### src/rtl/fetch_pkg.sv
// rtl/fetch_pkg.sv - shared widths, reset defaults and state encoding for the fetch unit
package fetch_pkg;

    localparam int PC_W = 16;

    localparam logic [PC_W-1:0] RESET_PC_DEFAULT  = 16'h0000;
    localparam logic [PC_W-1:0] TRAP_PC_DEFAULT   = 16'h0010;
    localparam logic [PC_W-1:0] NOP_INSTR_DEFAULT = 16'h0000;

    typedef enum logic {
        ST_RUN  = 1'b0,
        ST_HOLD = 1'b1
    } fetch_state_e;

endpackage

### src/rtl/fetch_pc_mux.sv
// rtl/fetch_pc_mux.sv - next-PC priority select: mispredict > trap > jump > increment > hold
module fetch_pc_mux
    import fetch_pkg::*;
#(
    parameter logic [PC_W-1:0] TRAP_PC = TRAP_PC_DEFAULT
) (
    input  logic [PC_W-1:0] i_pc,
    input  logic            i_valid,
    input  logic            i_stall,
    input  logic            i_mispredict,
    input  logic [PC_W-1:0] i_ex_target,
    input  logic            i_trap_req,
    input  logic            i_jump,
    input  logic            i_j_sel,
    input  logic [PC_W-1:0] i_new_pc,
    input  logic [PC_W-1:0] i_jreg_target,
    output logic [PC_W-1:0] o_next_pc,
    output logic            o_issue,
    output logic            o_squash,
    output logic            o_trap
);

    logic w_accept;
    logic w_trap;
    logic w_jump;

    // Decoder-side redirects only act on an instruction decode is actually consuming.
    assign w_accept = i_valid & ~i_stall;
    assign w_trap   = i_trap_req & w_accept & ~i_mispredict;
    assign w_jump   = i_jump & w_accept & ~i_mispredict & ~w_trap;

    always_comb begin
        o_next_pc = i_pc;
        if (i_mispredict) begin
            o_next_pc = i_ex_target;
        end else if (w_trap) begin
            o_next_pc = TRAP_PC;
        end else if (w_jump) begin
            o_next_pc = i_j_sel ? i_jreg_target : i_new_pc;
        end else if (!i_stall) begin
            o_next_pc = i_pc + {{(PC_W-1){1'b0}}, 1'b1};
        end
    end

    assign o_squash = i_mispredict | w_trap | w_jump;
    assign o_issue  = ~i_stall & ~o_squash;
    assign o_trap   = w_trap;

endmodule

### src/rtl/instr_fetch.sv
// rtl/instr_fetch.sv - fetch front end: PC, imem read, decode-stall hold, redirects
// Optional privilege-trap redirect enabled by defining FETCH_TRAP_EN.
module instr_fetch
    import fetch_pkg::*;
#(
    parameter logic [PC_W-1:0] RESET_PC  = RESET_PC_DEFAULT,
    parameter logic [PC_W-1:0] TRAP_PC   = TRAP_PC_DEFAULT,
    parameter logic [PC_W-1:0] NOP_INSTR = NOP_INSTR_DEFAULT
) (
    input  logic            clk,
    input  logic            rst_n,
    input  logic            stall,
    input  logic            id_jump,
    input  logic            id_j_sel,
    input  logic [PC_W-1:0] id_new_pc,
    input  logic [PC_W-1:0] jreg_target,
    input  logic            ex_mispredict,
    input  logic [PC_W-1:0] ex_target,
    input  logic            bad_instr,
    output logic            imem_re,
    output logic [PC_W-1:0] imem_addr,
    input  logic [PC_W-1:0] imem_rdata,
    output logic [PC_W-1:0] instr,
    output logic [PC_W-1:0] i_addr,
    output logic            instr_valid,
    output logic            trap_taken,
    output logic [PC_W-1:0] trap_epc
);

    fetch_state_e    r_state;
    logic [PC_W-1:0] r_pc;
    logic [PC_W-1:0] r_ia_q;
    logic [PC_W-1:0] r_hold_instr;
    logic [PC_W-1:0] r_hold_addr;
    logic            r_pend;

    logic            w_hold;
    logic            w_valid;
    logic            w_trap_req;
    logic [PC_W-1:0] w_next_pc;
    logic            w_issue;
    logic            w_squash;
    logic            w_trap;

    assign w_hold      = (r_state == ST_HOLD);
    assign w_valid     = w_hold | r_pend;
    assign instr_valid = w_valid;
    assign instr       = w_hold ? r_hold_instr : (r_pend ? imem_rdata : NOP_INSTR);
    assign i_addr      = w_hold ? r_hold_addr : r_ia_q;
    assign imem_addr   = r_pc;
    // Gated by reset so no read strobe escapes while the PC is being forced.
    assign imem_re     = w_issue & rst_n;
    assign trap_taken  = w_trap;

`ifdef FETCH_TRAP_EN
    logic [PC_W-1:0] r_trap_epc;

    assign w_trap_req = bad_instr;
    assign trap_epc   = r_trap_epc;

    always_ff @(posedge clk or negedge rst_n) begin
        if (!rst_n) begin
            r_trap_epc <= '0;
        end else if (w_trap) begin
            r_trap_epc <= i_addr;
        end
    end
`else
    logic w_unused_bad_instr;

    assign w_unused_bad_instr = bad_instr;
    assign w_trap_req         = 1'b0;
    assign trap_epc           = '0;
`endif

    fetch_pc_mux #(
        .TRAP_PC (TRAP_PC)
    ) u_pc_mux (
        .i_pc          (r_pc),
        .i_valid       (w_valid),
        .i_stall       (stall),
        .i_mispredict  (ex_mispredict),
        .i_ex_target   (ex_target),
        .i_trap_req    (w_trap_req),
        .i_jump        (id_jump),
        .i_j_sel       (id_j_sel),
        .i_new_pc      (id_new_pc),
        .i_jreg_target (jreg_target),
        .o_next_pc     (w_next_pc),
        .o_issue       (w_issue),
        .o_squash      (w_squash),
        .o_trap        (w_trap)
    );

    always_ff @(posedge clk or negedge rst_n) begin
        if (!rst_n) begin
            r_state      <= ST_RUN;
            r_pc         <= RESET_PC;
            r_pend       <= 1'b0;
            r_ia_q       <= '0;
            r_hold_instr <= NOP_INSTR;
            r_hold_addr  <= '0;
        end else begin
            r_pc <= w_next_pc;
            if (w_issue) begin
                r_ia_q  <= r_pc;
                r_pend  <= 1'b1;
                r_state <= ST_RUN;
            end else begin
                r_pend <= 1'b0;
                if (w_squash) begin
                    r_state <= ST_RUN;
                end else if (!w_hold && r_pend) begin
                    // Capture the live read data before the memory output moves on.
                    r_hold_instr <= imem_rdata;
                    r_hold_addr  <= r_ia_q;
                    r_state      <= ST_HOLD;
                end
            end
        end
    end

endmodule

### config.mk
export PLATFORM = sky130hd
export DESIGN_NAME = instr_fetch
export DESIGN_NICKNAME = d
export VERILOG_FILES = /design/src/rtl/fetch_pkg.sv /design/src/rtl/fetch_pc_mux.sv /design/src/rtl/instr_fetch.sv
export SDC_FILE = /design/constraint.sdc
export NUM_CORES = 1
export LEC_CHECK = 0
export CAP_MARGIN = 20
export CORE_MARGIN = 2
export CORE_UTILIZATION = 40
export CTS_CLUSTER_SIZE = 8
export DETAILED_ROUTE_END_ITERATION = 8
export MAX_ROUTING_LAYER = met4
export PLACE_DENSITY = 0.74
export SYNTH_ARGS = -nofsm -noshare
export SYNTH_HDL_FRONTEND = slang
export SYNTH_SLANG_ARGS = --single-unit
### constraint.sdc
create_clock -name clk -period 3.3 [get_ports clk]
set_input_delay 0.825 -clock clk [delete_from_list [all_inputs] [get_ports clk]]
set_output_delay 0.825 -clock clk [all_outputs]
set_load 0.05 [all_outputs]
Yosys cells after proc, flatten, opt, wreduce, memory -nomap -nowiden

Cells that the tools add are included.

$add $sub $neg: 1
Equality and inequality tests: 1
Multiplexer cells: 11
Bitwise logic cells: 11
Reduce and logical (&&, ||, !) cells: 4

Operators with widths:

| operator                                      | number |
|---|---|
| two-way mux 16 bit                            | 7 |
| adder 16 x 1 -> 16 bit, second input constant | 1 |
| AND 1 bit                                     | 5 |
| two-way mux 1 bit                             | 4 |
| inverter 1 bit                                | 4 |
| != test 3 x 1 -> 1 bit, second input constant | 1 |
| AND reduction 3 bit                           | 1 |
| nonzero test 3 bit                            | 1 |
| OR 1 bit                                      | 2 |
| logical AND 1 bit                             | 1 |
| logical NOT 1 bit                             | 1 |

Bits in registers: 66
Input bits: 71
Output and inout bits: 67
Logic and storage cells: 34

Logic depth before layout (Yosys ltp)

Depth in word-level cells: 9
Mapped depth: 8
Mapped depth without buffers: 6

Cells and area by module

Synthesis repeated with hierarchy kept, for this count alone.

Cell total of the unflattened synthesis: 320
Area, all modules: 3,762.4 um^2

By module, submodules not included:

| module       | instances | cells an instance | area an instance (um^2) | seq. area each (um^2) |
|---|---|---|---|---|
| instr_fetch  | 1         | 179               | 2,761.4                 | 1,651.6 |
| fetch_pc_mux | 1         | 141               | 1,001.0                 | 0.0 |

Worst setup path after synthesis

OpenSTA, ideal clock, no wires.

Path kind: input -> output
From: in stall
To: out imem_re
Arrival time: 1.660 ns
Required time: 2.475 ns
Slack: 0.815 ns
Stages on the path: 3
Path buffers: 1
Cell sequence: nor2_1 buf_2 and3_1

Cells in the longest elaborated chain, start to end: 8

RTL lines:

| item                     | line                                   | source |
|---|---|---|
| from (decl)              | instr_fetch.sv:12                      | `input logic stall,` |
| inverter 1 bit *         | fetch_pc_mux.sv:28, fetch_pc_mux.sv:46 |  |
| AND 1 bit                | fetch_pc_mux.sv:28                     | `assign w_accept = i_valid & ~i_stall;` |
| AND 1 bit (2 in a row)   | fetch_pc_mux.sv:30                     | `assign w_jump = i_jump & w_accept & ~i_mispredict & ~w_trap;` |
| OR 1 bit                 | fetch_pc_mux.sv:45                     | `assign o_squash = i_mispredict \| w_trap \| w_jump;` |
| inverter 1 bit (no line) | n/a                                    |  |
| AND 1 bit *              | fetch_pc_mux.sv:46                     | `assign o_issue = ~i_stall & ~o_squash;` |
| AND 1 bit *              | instr_fetch.sv:52                      | `assign imem_re = w_issue & rst_n;` |
| to (decl)                | instr_fetch.sv:20                      | `output logic imem_re,` |

Mark *: on every way between the ends. The rest lies on a longest branch, timed or not.

Final worst setup path

Same ends and word-level chain as after synthesis.

==> flow_summary.toml <==
[grt]
grt_pass1_vias = 2975
grtUsageTotal_pct = 19.1
grt_max_degree = 67
antenna_found_initial = 0
grt_first_pass_wirelength_um = 14800
gr-total-overflow = 0

[timing]
fin_hold_ws_ns = 0.508
setup_viol = 0
timing.fmax_mhz = 368
hold_violations = 0
tns_ns = 0
rsz0062_at_grt = "no"
fin_crit_sh_pct = 82.5
layout_min_cycle_time_ns = 2.72
worstMarginPinSlew_ns = 0.836
slew_violations = 0
relSlewSlack_pct = 44.3
fin_ws_ns = 0.579
fin_worst_skew_ns = 0.0131

[critical_path]
path_class = "in -> out"
crit_arrival_ns = 1.90
endpoint_kind = "output pin"
ff2ff_setup_slack_ns = 1.40
crit_path_max_fanout = 8
crit_path_start_kind = "input port"
cp.required_ns = 2.47

[placement]
place.gp.congestion = 0.872
place_ws_ns = 0.532
port_buffers = 119
hpwl_um = 6690

[synthesis]
synth_seq_area_share_pct = 43.5
synth_area_per_cell_um2 = 11.5
ys_ff_latch = 66
netlist_instances = 331
netlist_area_um2 = 3800
yosys_warnings = 0
synth_cell_types = 43

[clock_tree]
cts_root_buf = "clkbuf_8"
htree_levels = 3
clk_latency_ns = 0.35
hold_buffers = 0
cts_tree = "built"
post_cts_buffers = 0
clk_pin_slew_worst_paths_ns = 0.08
cts_buffers = 9
post_cts_resize_count = 0
clock_path_buffers = 2
cts_sinks = 66

[routing]
dr.pass1.iters = 4
drt_iter0_markers = 116
via_per_inst = 5.10
drt-total-wl_um = 9130
postRouteAntennaNets = 0
wl_per_cell_um = 15.7
drc_errors = 0
vias = 2966

[final_layout]
area.growth.synth_to_final_pct = 40.4
fillCellCount = 790
antennaDiodeCount = 0
multi_input_area_um2 = 1910
final_cell_mix = "clkdlybuf4s50_1 (84), dfrtp_1 (66), o21ai_0 (36), mux2_2 (30), mux2_4 (30)"
layout.nets = 520
seqCellArea_um2 = 1650
drive_gt1_share_pct = 28.7
layout_commonest_cell = "clkdlybuf4s50_1"

[floorplanning]
initial_core_util_pct = 41.1
die_area_um2 = 10300
chipHeight_um = 101
core_um2 = 9240
ioPinCount = 138
rows = 35
die_w_um = 101

[pwr]
power_density_nw_per_um2 = 568
power_mw = 3.03
vdd_drop_max_mv = 0.204
p_leak_nw = 2.29

[hold_path]
hold_path.class = "reg -> reg"

[status]
status = "completed"

[job]
max_cap_violations = 0
-- synthesized netlist by cell type (all sizes together) --
master,n,area [um^2]
o31ai,1,7.51
a211oi,3,22.5
conb,1,3.75
and2,2,15.0
o311ai,2,17.5
or3,1,6.26
a22o,16,140
or2,2,12.5
dfrtp,66,1650
a2bb2oi,1,8.76
nand2,15,58.8
nor3,2,20.0
clkbuf,6,22.5
nand4,4,40.0
and3,3,18.8
mux2,60,788
nand3,7,35.0
o22a,1,8.76
mux2i,15,150
inv,7,26.3
nor2b,3,18.8
a31o,1,8.76
nor4,2,12.5
a22oi,1,7.51
and4,1,8.76
o21ai,38,194
o21a,8,60.1
a221o,1,10.0
o2bb2a,3,30.0
buf,32,253
xnor2,2,17.5
ha,1,12.5
a21oi,15,75.1
a21bo,1,10.0
nor2,7,26.3
-- routing by layer --
| metal | vias up | part of all wire, % | global-route usage (%) |
|---|---|---|---|
| met3 | 8 | 6.0 | 4.42 |
| met2 | 134 | 46 | 29.7 |
| met1 | 1408 | 47 | 25.2 |
| li1 | 1416 | - | - |
| met5 | - | 0 | - |
| met4 | 0 | 0.70 | 5.09 |
-- state kept, by name (all words and copies together), names as in the netlist --
| signal | flops |
|---|---|
| imem_addr | 16 |
| r_hold_addr | 16 |
| r_hold_instr | 16 |
| r_ia_q | 16 |
| r_pend | 1 |
| r_state | 1 |
-- cells by family after synthesis --
logic type	count (synthesis)	synth area share, %
xor+xnor	2	0.461
buf+inv	45	7.94
simple gates	49	7.18
compound gates	92	15.8
other cells	1	0.0987
mux	75	24.7
fa+ha+maj	1	0.329
flops	66	43.5
-- path summary, 6_finish.rpt --
path / start / end / cells after the start
max: stall / imem_re / 4
min: r_ia_q[15]$_DFFE_PN0P_ / r_ia_q[15]$_DFFE_PN0P_ / 2
max reg2reg: r_state$_DFFE_PN0P_ / imem_addr[12]$_DFFE_PN0P_ / 6
min reg2reg: r_ia_q[15]$_DFFE_PN0P_ / r_ia_q[15]$_DFFE_PN0P_ / 2
max in group asynchronous: rst_n / r_hold_instr[11]$_DFFE_PN0P_ / 2
min in group asynchronous: rst_n / r_ia_q[2]$_DFFE_PN0P_ / 2
-- critical path, cell delays in order --
cell and delay (ns):
clkdlybuf4s50_1 0.53, nor2_1 0.18, and3_1 0.22, buf_12 0.15
-- stage by stage --
step	util (%)	instance area, um^2	cells
after floorplan	-	3860	347
after global placement	55.5	5130	566
after detailed placement	55.5	5130	566
after CTS	57.7	5330	582
after global routing	57.7	5330	582
final	57.7	5330	582
-- area by class of cell --
class	count	share of cell area, %
Clock buffer	10	2.58
Clock inverter	6	1.31
Inverter	7	0.493
Multi-Input combinational cell	236	35.7
Sequential cell	66	31.0
Tap cell	129	3.03
Timing Repair Buffer	128	25.9
-- power by group --
group | total, mW | leakage (nW) | internal, mW | switching, mW
logic | 1.14 | 1.40 | 0.537 | 0.605
registers | 1.18 | 0.780 | 1.01 | 0.162
clock network | 0.714 | 0.108 | 0.378 | 0.336
total | 3.03 | 2.29 | 1.93 | 1.10
No activity file was read; power rests on OpenSTA's default activity.
==> RTL change (config.mk and constraints unchanged) <==
The package constant `PC_W` goes from 16 to 12.
--- a/src/rtl/fetch_pkg.sv
+++ b/src/rtl/fetch_pkg.sv
@@ -1,7 +1,7 @@
 // rtl/fetch_pkg.sv - shared widths, reset defaults and state encoding for the fetch unit
 package fetch_pkg;
 
-    localparam int PC_W = 16;
+    localparam int PC_W = 12;
 
     localparam logic [PC_W-1:0] RESET_PC_DEFAULT  = 16'h0000;
     localparam logic [PC_W-1:0] TRAP_PC_DEFAULT   = 16'h0010;
Ports: changed (8 resized); port bits go from 138 to 106. No check against the original RTL was run, so the function may have changed too.
==> RTL change against the unedited design <==
Worst setup slack lost 210 ps; clock skew is 4.8 ps lower; wire length fell by 30%; power fell by 28%; clock power fell by 40%; worst hold slack lost 4.3 ps; critical path type unchanged; synthesized area fell by 23%; sequential cell count decreased by 16; largest cell class unchanged; final area fell by 23%.
==> RTL change: results (changes against the unedited design) <==
[power_and_ir_drop]
p_leak_uw = 0.00175  ; -23%
ir_drop_mv = 0.196  ; -4.0%

[clock_tree]
numCtsBuffers = 5  ; -4
cts.htree.levels = 2  ; -1
clock_latency_ps = 300  ; -50 ps

[min_path]
whs_endpoint = r_hold_instr[5]$_DFFE_PN0P_
hold_depth = 1  ; -1
hp-start = r_hold_instr[5]$_DFFE_PN0P_

[yosys]
ys_top_cells_by_area = dfrtp_1 (43%), mux2_4 (10%), mux2_2 (6.1%), mux2_1 (5.4%), buf_4 (4.3%)
ys_seq_area_share_pct = 42.6  ; -0.89 points
synth_cell_types = 44  ; +2.3%
synth_fa_ha_area_share_pct = 0.426  ; +0.097 points
synth-compound-area-share_pct = 14.8  ; -0.99 points
synth.area.mux_share_pct = 25.8  ; +1.1 points

[layout]
nets = 383  ; -26%
drive_gt1_share_pct = 22.9  ; -5.8 points

[critical_path]
reg2reg_from = imem_addr[0]$_DFFE_PN0P_
r2r_slack_ps = 1590  ; +190 ps
crit_fanout = 4  ; -4
max_stage_delay_ps = 590  ; +60 ps
worstReg2RegEnd = imem_addr[8]$_DFFE_PN0P_
r2r_cells = 5  ; -1

[sta]
whs_ps = 503  ; -4.34 ps
skew_ps = 8.31  ; -4.84 ps

[detailed_routing]
drt_first_pass_iters = 6  ; +2
drt_iter0_drc = 74  ; -36%
num_vias = 2158  ; -27%

[placement]
dp_slack_ps = 383  ; -149 ps
dpl.hpwl_um = 4700  ; -30%
gp_congestion = 0.783  ; -10%

[global_routing]
grt_pass1_wl_um = 10900  ; -27%
grt.total_usage_pct = 17.0  ; -2.1 points

[run_status]
status = finished clean

==> RTL change: cell families (layout without fill, tap and decap cells) <==
kind of cell | Yosys count | after routing
flip-flops | 50 | 50
AND/OR/NAND/NOR | 40 | 40
buffers and inverters | 30 | 108
other | 1 | 13
AO/OA/AOI/OAI | 54 | 54
multiplexers | 62 | 62
adder cells (fa/ha/maj) | 1 | 1
==> RTL change: through the flow <==
stage          utilization [%]  instance area (um^2)  instances
2_1_floorplan                -                  2980        250
3_3_place_gp              55.4                  3980        419
3_5_place_dp              55.4                  3980        419
4_1_cts                   56.9                  4080        427
5_1_grt                   56.9                  4080        427
6_report                  56.9                  4080        427
==> RTL change: layout make-up <==
class | instances | area [um^2]
clock inverters | 1 | 30.0
multi-input cells | 170 | 1500
clock buffers | 7 | 76.3
fillers | 617 | 3090
flip-flops and latches | 50 | 1250
well taps | 99 | 124
repair buffers | 100 | 1100
==> RTL change: worst max path at each step <==
stage	end	slack, ps	depth (start not counted)
2_1_floorplan	imem_re	650	5
6_report	imem_re	370	6
5_1_grt	imem_re	320	6
3_5_place_dp	imem_re	380	6
3_3_place_gp	imem_re	400	6
4_1_cts	imem_re	370	6
==> RTL change: power by group <==
group          total, uW  switching (uW)  internal, uW
registers            885             117           768
clock network        425             198           227
logic                887             462           425
total               2200             776          1420
==> RTL change: routing by layer <==
layer	up-vias	share of wire, %	routed length, um	track usage [%]
li1	1040	-	-	-
met1	1028	49	3140	23.5
met2	84	45	2900	26.3
met3	6	5.0	323	3.19
met4	0	0.92	59	3.85
met5	-	0	0	-
